$ cat config.mk
export PLATFORM = sky130hd
export DESIGN_NAME = systolic_seq_ctrl
export DESIGN_NICKNAME = d
export VERILOG_FILES = /design/src/rtl/systolic_seq_ctrl.sv
export SDC_FILE = /design/constraint.sdc
export NUM_CORES = 1
export LEC_CHECK = 0
export BUFFER_PORTS_ARGS = -buffer_cell sky130_fd_sc_hd__buf_2
export CAP_MARGIN = 10
export CORE_ASPECT_RATIO = 1.25
export CORE_MARGIN = 3
export CORE_UTILIZATION = 40
export DETAILED_ROUTE_END_ITERATION = 10
export PLACE_DENSITY = 0.66
export SYNTH_ARGS = -nofsm -noshare
export SYNTH_HDL_FRONTEND = slang
export SYNTH_SLANG_ARGS = --single-unit
$ cat constraint.sdc
create_clock -name CLK -period 2.7 [get_ports CLK]
set_input_delay 0.54 -clock CLK [delete_from_list [all_inputs] [get_ports CLK]]
set_output_delay 0.54 -clock CLK [all_outputs]
set_load 0.1 [all_outputs]
$ cat src/rtl/systolic_seq_ctrl.sv
// systolic_seq_ctrl: sequences clear, feed, flush and drain phases of the systolic tile array.
// Each edge presents the next sequence step; under STALL it is shown with all strobes off and not committed.
module systolic_seq_ctrl #(
  parameter int UNITS_X = 2,
  parameter int UNITS_Y = 2,
  parameter int M_X     = 3,
  parameter int ADDR_W  = 4
) (
  input  logic              CLK,
  input  logic              RST,
  input  logic              START,
  input  logic              STALL,
  output logic              BUSY,
  output logic              DONE,
  output logic              RD_EN,
  output logic [ADDR_W-1:0] RD_ADDR,
  output logic              C1,
  output logic              C2,
  output logic [1:0]        C3,
  output logic              WR_EN,
  output logic [ADDR_W-1:0] WR_ADDR
);
  localparam int K    = M_X + 1;
  localparam int FL   = UNITS_X + UNITS_Y - 1;
  localparam int MAXP = (K > FL) ? ((K > UNITS_Y) ? K : UNITS_Y) : ((FL > UNITS_Y) ? FL : UNITS_Y);
  localparam int CW   = $clog2(MAXP + 1);

  if (K > 2**ADDR_W || UNITS_Y > 2**ADDR_W) begin : g_chk
    $error("systolic_seq_ctrl: ADDR_W too small for K or UNITS_Y");
  end

  typedef enum logic [2:0] {S_IDLE, S_CLEAR, S_FEED, S_FLUSH, S_DRAIN, S_FIN} st_t;

  st_t               st_q, st_d, nst;
  logic [CW-1:0]     cnt_q, cnt_d, ncnt, term;
  logic              phase, last, stl;
  logic              c2p_q, c2p_d;
  logic              busy_q, busy_d, done_q, done_d, rd_en_q, rd_en_d;
  logic              c1_q, c1_d, c2_q, c2_d, wr_en_q, wr_en_d;
  logic [1:0]        c3_q, c3_d;
  logic [ADDR_W-1:0] rd_addr_q, rd_addr_d, wr_addr_q, wr_addr_d;

  always_comb begin
    term  = st_q == S_FEED ? CW'(K - 1) : st_q == S_FLUSH ? CW'(FL - 1) : CW'(UNITS_Y - 1);
    phase = st_q == S_FEED || st_q == S_FLUSH || st_q == S_DRAIN;
    last  = cnt_q == term;
    nst   = st_q == S_IDLE  ? (START ? S_CLEAR : S_IDLE) :
            st_q == S_CLEAR ? S_FEED :
            st_q == S_FIN   ? S_IDLE :
            last            ? st_t'(st_q + 3'd1) : st_q;
    ncnt  = (phase && !last) ? cnt_q + CW'(1) : '0;
    stl   = STALL && st_q != S_IDLE;
    st_d  = stl ? st_q : nst;
    cnt_d = stl ? cnt_q : ncnt;
    // c2p remembers a read whose MAC has not been issued yet; a stall defers it
    c2p_d     = stl ? c2p_q : nst == S_FEED;
    c2_d      = !stl && c2p_q;
    rd_en_d   = !stl && nst == S_FEED;
    c1_d      = !stl && nst == S_CLEAR;
    wr_en_d   = !stl && nst == S_DRAIN;
    done_d    = !stl && nst == S_FIN;
    busy_d    = stl || nst != S_IDLE;
    c3_d      = stl ? 2'b00 : (nst == S_FEED || nst == S_FLUSH) ? 2'b01 : nst == S_DRAIN ? 2'b10 : 2'b00;
    rd_addr_d = nst == S_FEED ? ADDR_W'(ncnt) :
                (nst == S_IDLE || nst == S_CLEAR) ? '0 : ADDR_W'(K - 1);
    wr_addr_d = nst == S_DRAIN ? ADDR_W'(ncnt) : nst == S_FIN ? ADDR_W'(UNITS_Y - 1) : '0;
  end

  always_ff @(posedge CLK or posedge RST) begin
    if (RST) begin
      st_q      <= S_IDLE;
      cnt_q     <= '0;
      c2p_q     <= 1'b0;
      busy_q    <= 1'b0;
      done_q    <= 1'b0;
      rd_en_q   <= 1'b0;
      c1_q      <= 1'b0;
      c2_q      <= 1'b0;
      c3_q      <= 2'b00;
      wr_en_q   <= 1'b0;
      rd_addr_q <= '0;
      wr_addr_q <= '0;
    end else begin
      st_q      <= st_d;
      cnt_q     <= cnt_d;
      c2p_q     <= c2p_d;
      busy_q    <= busy_d;
      done_q    <= done_d;
      rd_en_q   <= rd_en_d;
      c1_q      <= c1_d;
      c2_q      <= c2_d;
      c3_q      <= c3_d;
      wr_en_q   <= wr_en_d;
      rd_addr_q <= rd_addr_d;
      wr_addr_q <= wr_addr_d;
    end
  end

  assign BUSY    = busy_q;
  assign DONE    = done_q;
  assign RD_EN   = rd_en_q;
  assign RD_ADDR = rd_addr_q;
  assign C1      = c1_q;
  assign C2      = c2_q;
  assign C3      = c3_q;
  assign WR_EN   = wr_en_q;
  assign WR_ADDR = wr_addr_q;
endmodule

# Word-level counts from Yosys, hierarchy flattened
# Cells that the tools add are included.
[word_totals]
in_bits = 4
ram_bits = 0
reg_bits = 21
rom_bits = 0
mem_count = 0
latchBits = 0
[classes]
bitwise_logic = 0
n_shift = 0
div_mod_pow = 0
n_addsub = 2
mul = 0
reduce_logical = 18
n_lt_le_gt_ge = 0
muxes = 15
n_eq_ne = 11
[op_table]
columns = ["cell", "count"]
rows = [
  ["$mux 3", 7],
  ["$eq 3x2->1 const B", 4],
  ["$eq 3x3->1 const B", 4],
  ["$mux 2", 6],
  ["$logic_and 1x1->1", 7],
  ["$add 3x1->3 const B", 2],
  ["$eq 3x1->1 const B", 2],
  ["$logic_not 3->1", 2],
  ["$reduce_bool 3->1", 2],
  ["$logic_or 1x1->1", 5],
  ["$eq 3x2->1", 1],
  ["$logic_not 1->1", 2],
  ["$mux 1", 2],
]

# Logic depth before layout (Yosys ltp)
# Gate-level depths: netlist of the first run.
[logic_depth]
word_depth = 12
depth_mapped = 10
mapped_depth_nobuf = 8

# Worst setup path after synthesis of the first run
# No wires, ideal clock.
[synth_path]
kind = "register -> register"
from = "register st_q[0]"
to = "register busy_q, in the netlist BUSY"
path_buffers = 1
required_time_ns = 2.554
period_less_slack_ns = 2.181
setup_slack_ns = 0.519
setup_ns = 0.146
stages_incl_launch_ff = 10
arrival_time_ns = 2.035
cell_sequence = "dfrtp_1 inv_1 ha_1 nor2b_4 mux2_4 a31o_4 mux2_4 o21ai_4 buf_6 nand4_1"
[synth_via]
elab_chain_len = 10
elab_cells_between_ends = 17
cone_classes = "add/sub (1); eq/ne (5); mux (6); reduce/logical (5)"
[synth_rtl]
columns = ["element", "line_no", "text"]
rows = [
  ["from (decl)", "34", "st_t st_q, st_d, nst;"],
  ["from (signal assigned)", "84", "st_q <= st_d;"],
  ["$eq 3x2->1", "44", "term = st_q == S_FEED ? CW'(K - 1) : st_q == S_FLUSH ? CW'(FL - 1) : CW'(UNITS_Y - 1);"],
  ["$mux 2 (2 in a row)", "44", ""],
  ["$eq 3x2->1", "46", "last = cnt_q == term;"],
  ["$mux 3", "50", "last ? st_t'(st_q + 3'd1) : st_q;"],
  ["$mux 3", "49", "st_q == S_FIN ? S_IDLE :"],
  ["$mux 3", "48", "st_q == S_CLEAR ? S_FEED :"],
  ["$mux 3", "47", "nst = st_q == S_IDLE ? (START ? S_CLEAR : S_IDLE) :"],
  ["$reduce_bool 3->1", "62", "busy_d = stl || nst != S_IDLE;"],
  ["$logic_or 1x1->1 *", "62", ""],
  ["via busy_d", "38", "logic busy_q, busy_d, done_q, done_d, rd_en_q, rd_en_d;"],
  ["to (signal assigned)", "87", "busy_q <= busy_d;"],
  ["to (decl)", "38", ""],
]
# The timed path passes the listed nets; every way through them passes the cells marked *.
# A chain may end at the register's enable or synchronous reset.

# Worst setup path in the final report of the first run
[layout_path]
from = "register st_q[0]"
to = "register wr_addr_q[1], in the netlist WR_ADDR[1]"
[layout_via]
elab_chain_len = 10
elab_cells_between_ends = 21
cone_classes = "add/sub (1); eq/ne (7); mux (8); reduce/logical (5)"
[layout_rtl]
columns = ["element", "line_no", "text"]
rows = [
  ["$eq 3x2->1", "44, 45", ""],
  ["$mux 2 (2 in a row)", "44", ""],
  ["$eq 3x2->1", "46", ""],
  ["$mux 3", "50", ""],
  ["$mux 3", "49", ""],
  ["$mux 3", "48", ""],
  ["$mux 3", "47", ""],
  ["$eq 3x3->1", "66", "wr_addr_d = nst == S_DRAIN ? ADDR_W'(ncnt) : nst == S_FIN ? ADDR_W'(UNITS_Y - 1) : '0;"],
  ["$mux 3 *", "66", ""],
  ["via wr_addr_d[1]", "41", "logic [ADDR_W-1:0] rd_addr_q, rd_addr_d, wr_addr_q, wr_addr_d;"],
  ["to (signal assigned)", "95", "wr_addr_q <= wr_addr_d;"],
  ["to (decl)", "41", ""],
]
# Marks and branches as above.

==> results of run 1 <==
layout make-up:
class                           count  area, um^2
Fill cell                         241        1300
Sequential cell                    21         526
Inverter                            5        18.8
Timing Repair Buffer               17        85.1
Clock buffer                        4        26.3
Multi-Input combinational cell     69         505
Tap cell                           33        41.3
critical path, stage by stage (launching register included):
cell and delay, ns:
dfrtp_1 0.43, inv_1 0.10, ha_1 0.20, nor2b_4 0.13
nor4_1 0.47, a31o_4 0.20, mux2_4 0.32, o21ai_4 0.28
nor4b_2 0.25
cell usage after synthesis (2+ instances only):
library cell / n
a21oi_1: 3
and3_1: 4
buf_4: 2
buf_6: 2
dfrtp_1: 21
ha_1: 6
inv_1: 5
mux2_4: 2
nand2_1: 11
nand4_1: 2
nor2b_1: 3
nor3_1: 5
nor3b_1: 2
nor3b_2: 2
o21ai_0: 7
o31ai_1: 2
per-stage QoR:
| step | utilization (%) | hold slack [ns] | instances | worst slack (ns) |
|---|---|---|---|---|
| 5_1_grt | 48.1 | 0.431 | 149 | 0.0259 |
| 3_5_place_dp | 47.0 | 0.484 | 145 | 0.258 |
| 3_3_place_gp | 47.0 | 0.468 | 145 | 0.362 |
| 4_1_cts | 48.1 | 0.379 | 149 | 0.228 |
| 2_1_floorplan | - | 0.440 | 100 | 0.519 |
| 6_report | 48.1 | 0.350 | 149 | 0.222 |
kinds of logic (layout without fill, tap and decap cells):
logic type      count (synthesis)  after routing  share of synthesized area (%)
buf+inv                        10             26                           5.52
mux                             3              3                           4.03
simple gates                   37             37                           20.7
fa+ha+maj                       6              6                           6.90
compound gates                 20             20                           13.3
other cells                     1              2                          0.345
xor+xnor                        1              1                          0.806
flops                          21             21                           48.3
worst paths after layout:
kind	startpoint	end	slack, ns	depth (start not counted)
max in group asynchronous	RST	WR_EN$_DFF_PP0_	1.90	2
worst max-delay path	st_q[0]$_DFFE_PP0N_	WR_ADDR[1]$_DFF_PP0_	0.22	8
worst min register to register	c2p_q$_DFFE_PP0N_	c2p_q$_DFFE_PP0N_	0.50	2
worst min-delay path	RST	RD_ADDR[0]$_DFF_PP0_	0.35	2
worst max register to register	st_q[0]$_DFFE_PP0N_	WR_ADDR[1]$_DFF_PP0_	0.22	8
min in group CLK	STALL	st_q[1]$_DFFE_PP0N_	0.47	2
registers in the layout, indices dropped and copies added, names as in the netlist:
name / count
RD_ADDR: 3
WR_ADDR: 3
cnt_q: 3
st_q: 3
C3: 2
BUSY: 1
C1: 1
C2: 1
DONE: 1
RD_EN: 1
WR_EN: 1
c2p_q: 1
layer usage:
metal | vias to the layer above | GRT usage (%) | part of all wire, %
li1 | 379 | - | -
met1 | 340 | 14.9 | 46
met3 | 6 | 1.86 | 5.0
met4 | 0 | 7.67 | 3.7
met2 | 21 | 18.2 | 45
met5 | - | 0 | 0
==> out/qor.yml, run 1 <==
floorplanning:
  die_x_um: 52.6
  io_pins: 20
  rows: 20
  die_h_um: 64.3
  die_area_um2: 3380
  coreArea_um2: 2500
  start_util_pct: 43.5
final_layout:
  layout_commonest_cell: "dfrtp_1"
  layout-drive-gt1-share_pct: 25.9
  syn2layout_area_growth_pct: 10.6
  n_antenna_cell: 0
  layout_common_cells: "21 x dfrtp_1, 17 x buf_2, 11 x nand2_1"
  fin_nets: 127
  stdcell_area_um2: 1200
min_path:
  min_path_type: "in -> async"
sta:
  final.setup_skew_ns: 0.00284
  finalCritPeriodShare_pct: 91.8
  setup_violations: 0
  rsz0062_at_grt: "no"
  hold_viol_final: 0
  fmax_mhz: 404
  tightest_slew_ns: 0.713
  min_period_ns: 2.48
  slew_headroom_pct: 52.4
  slew_viol_final: 0
  fin_tns_setup_ns: 0
clock_tree:
  cts_buffers: 3
  cts_max_level: 1
  post_cts_buffers: 0
  insertion_delay_ns: 0.29
  cts_resized: 0
  clockBufferDepth: 2
  ctsHoldBuffers: 0
  cts-root-buf: "clkbuf_4"
  clk_pin_slew_ns: 0.10
  clock-sinks: 21
  tritoncts: "built"
logic_synthesis:
  synthDistinctLibCells: 36
  synth_seq_cells: 21
  synth_edf_count: 0
  yosysWarnings: 0
  synthTopCellsByArea: "dfrtp_1 48%, ha_1 6.9%, nand2_1 3.8%"
  ys.flop_type: "dfrtp_1"
  synthCells: 99
  syn_area_per_cell_um2: 11.0
  synth_top_area_share_pct: 48.3
  synthesis.area_um2: 1090
  yosysSeqAreaShare_pct: 48.3
  async_flop_share_pct: 100
  yosys.area.top_type: "dfrtp_1"
grt:
  grt_pass1_wl_mm: 3.08
  grt_use_total_pct: 11.8
  grt_overflow_total: 0
  antenna_found_initial: 0
  grt_pass1_vias: 719
  grt_max_degree: 22
detailed_routing:
  viasPerCell: 5.01
  firstDrtPassIters: 4
  drcViolationCount: 0
  vias: 746
  post_drt_wl_per_cell_um: 11.7
  wl_mm: 1.74
  drtAntennaViolNets: 0
  drt_iter0_markers: 14
outcome:
  status: "complete, no violations"
critical_path:
  end_kind: "flip-flop"
  cp_max_fo: 15
  crit_required_ns: 2.90
  cp-start-kind: "flip-flop"
  critPathKind: "reg -> reg"
  cp.arrival_ns: 2.68
place:
  place_congestion: 0.881
  dp_hpwl_mm: 1.35
  place_area_um2: 1180
  io_buffers: 17
run:
  maxCapViolations: 0
Power of run 1 is left out: the tool's default activity adds up to more than one toggle a clock period on the data nets, which glitch-free logic cannot reach.
==> run 2: changes to the inputs <==
CELL_PAD_IN_SITES_DETAIL_PLACEMENT = 1   (was not set)
CELL_PAD_IN_SITES_GLOBAL_PLACEMENT = 2   (was not set)
CORE_UTILIZATION = 34   (was 40)
PLACE_DENSITY = 0.81   (was 0.66)
==> run 2 against run 1 <==
  * Sequential cell count unchanged
  * Die area up 16%
  * Wire length is 26% higher
  * Design area rose by 0.83%
  * Via count increased by 2.5%
  * Sequential share of layout area shrank 0.36 points
==> out/qor.yml, run 2 (same netlist as run 1, synthesis figures left out) <==
clock_tree:
  ctsHoldBuffers: 0  # unchanged
  clockBufferDepth: 2  # unchanged
  cts_max_level: 1  # unchanged
  clk_pin_slew_ns: 0.12  # was 0.10 ns
  insertion_delay_ns: 0.30  # was 0.29 ns
  clock-sinks: 21  # unchanged
  cts_buffers: 3  # unchanged
  cts-root-buf: "clkbuf_4"  # unchanged
  tritoncts: "built"  # unchanged
sta:
  fin_tns_setup_ns: 0  # unchanged
  fmax_mhz: 410  # was 404 MHz
  min_period_ns: 2.44  # was 2.48 ns
  hold_viol_final: 0  # unchanged
  finalCritPeriodShare_pct: 90.3  # was 91.8%
  slew_viol_final: 0  # unchanged
  tightest_slew_ns: 0.801  # was 0.713 ns
  rsz0062_at_grt: "no"  # unchanged
  slew_headroom_pct: 46.6  # was 52.4%
  final.setup_skew_ns: 0.00739  # was 0.00284 ns
  setup_violations: 0  # unchanged
grt:
  grt_use_total_pct: 12.1  # was 11.8%
  grt_overflow_total: 0  # unchanged
  grt_pass1_vias: 778  # was 719
  grt_pass1_wl_mm: 3.70  # was 3.08 mm
  grt_max_degree: 22  # unchanged
  antenna_found_initial: 0  # unchanged
detailed_routing:
  post_drt_wl_per_cell_um: 14.4  # was 11.7 um
  viasPerCell: 5.03  # was 5.01
  drcViolationCount: 0  # unchanged
  drt_iter0_markers: 9  # was 14
  wl_mm: 2.19  # was 1.74 mm
  drtAntennaViolNets: 0  # unchanged
  vias: 765  # was 746
  firstDrtPassIters: 3  # was 4
critical_path:
  cp_max_fo: 15  # unchanged
  worstRegToRegCells: 8  # unchanged
  cp-start-kind: "flip-flop"  # unchanged
  end_kind: "flip-flop"  # unchanged
  cp.arrival_ns: 2.65  # was 2.68 ns
  critPathKind: "reg -> reg"  # unchanged
  crit_required_ns: 2.91  # was 2.90 ns
min_path:
  min_path_type: "in -> async"  # unchanged
place:
  dp_hpwl_mm: 1.71  # was 1.35 mm
  io_buffers: 17  # unchanged
  place_congestion: 0.782  # was 0.881
floorplanning:
  coreArea_um2: 3000  # was 2500 um^2
  die_x_um: 56.6  # was 52.6 um
  die_area_um2: 3920  # was 3380 um^2
  start_util_pct: 36.2  # was 43.5%
  io_pins: 20  # unchanged
  rows: 22  # was 20
  die_h_um: 69.2  # was 64.3 um
outcome:
  status: "complete, no violations"  # unchanged
final_layout:
  layout-drive-gt1-share_pct: 26.7  # was 25.9%
  fin_nets: 127  # unchanged
  n_antenna_cell: 0  # unchanged
  syn2layout_area_growth_pct: 11.5  # was 10.6%
  layout_common_cells: "21 x dfrtp_1, 17 x buf_2, 11 x nand2_1"  # unchanged
  layout_commonest_cell: "dfrtp_1"  # unchanged
run:
  maxCapViolations: 0  # unchanged
-- run 2: cell types whose count changed in the layout (fill, tap and decap cells not counted) --
cell | before | now
nor4_2 | 0 | 1
nor4_1 | 1 | 0
-- run 2: path summary, 6_finish.rpt --
| kind | start | end | slack [ns] |
|---|---|---|---|
| min | RST | RD_ADDR[1]$_DFF_PP0_ | 0.36 |
| min in group CLK | STALL | st_q[1]$_DFFE_PP0N_ | 0.47 |
| max reg2reg | st_q[0]$_DFFE_PP0N_ | C3[1]$_DFF_PP0_ | 0.26 |
| max | st_q[0]$_DFFE_PP0N_ | C3[1]$_DFF_PP0_ | 0.26 |
| min reg2reg | c2p_q$_DFFE_PP0N_ | c2p_q$_DFFE_PP0N_ | 0.49 |
| max in group asynchronous | RST | c2p_q$_DFFE_PP0N_ | 1.84 |
-- run 2: critical path: stages (launching register included) --
cell     delay [ns]
dfrtp_1        0.44
inv_1          0.12
ha_1           0.15
nor2b_4        0.18
mux2_4         0.32
a31o_4         0.27
mux2_4         0.31
o21ai_4        0.29
nor3b_1        0.26
-- run 2: final cells by class --
class,count,area (um^2)
fillers,358,1790
clock buffers,4,26.3
inverters,5,18.8
repair buffers,17,85.1
multi-input cells,69,512
well taps,36,45.0
flip-flops and latches,21,526
-- run 2: through the flow --
step	area (um^2)	util [%]	instances	setup WS [ns]	hold WS, ns
floorplan	1090	-	100	0.519	0.440
global route	1210	40.4	152	0.0909	0.410
CTS	1210	40.2	152	0.160	0.393
global placement	1180	39.3	148	0.329	0.467
detailed placement	1180	39.3	148	0.199	0.468
finish	1210	40.4	152	0.262	0.361
-- run 2: timing repair --
action,4_1_cts,5_1_grt
buffers inserted,0,0
resized for setup,0,1
endpoints found under the setup margin,0,7
-- run 2: routing by layer --
metal / wire length (um) / share of wire (%) / track usage (%)
met1: 962 / 44 / 15.1
met3: 58 / 2.6 / 1.68
met4: 46 / 2.1 / 5.54
met5: 0 / 0 / 0
met2: 1120 / 51 / 20.3
Power of run 2 is left out for the same reason.
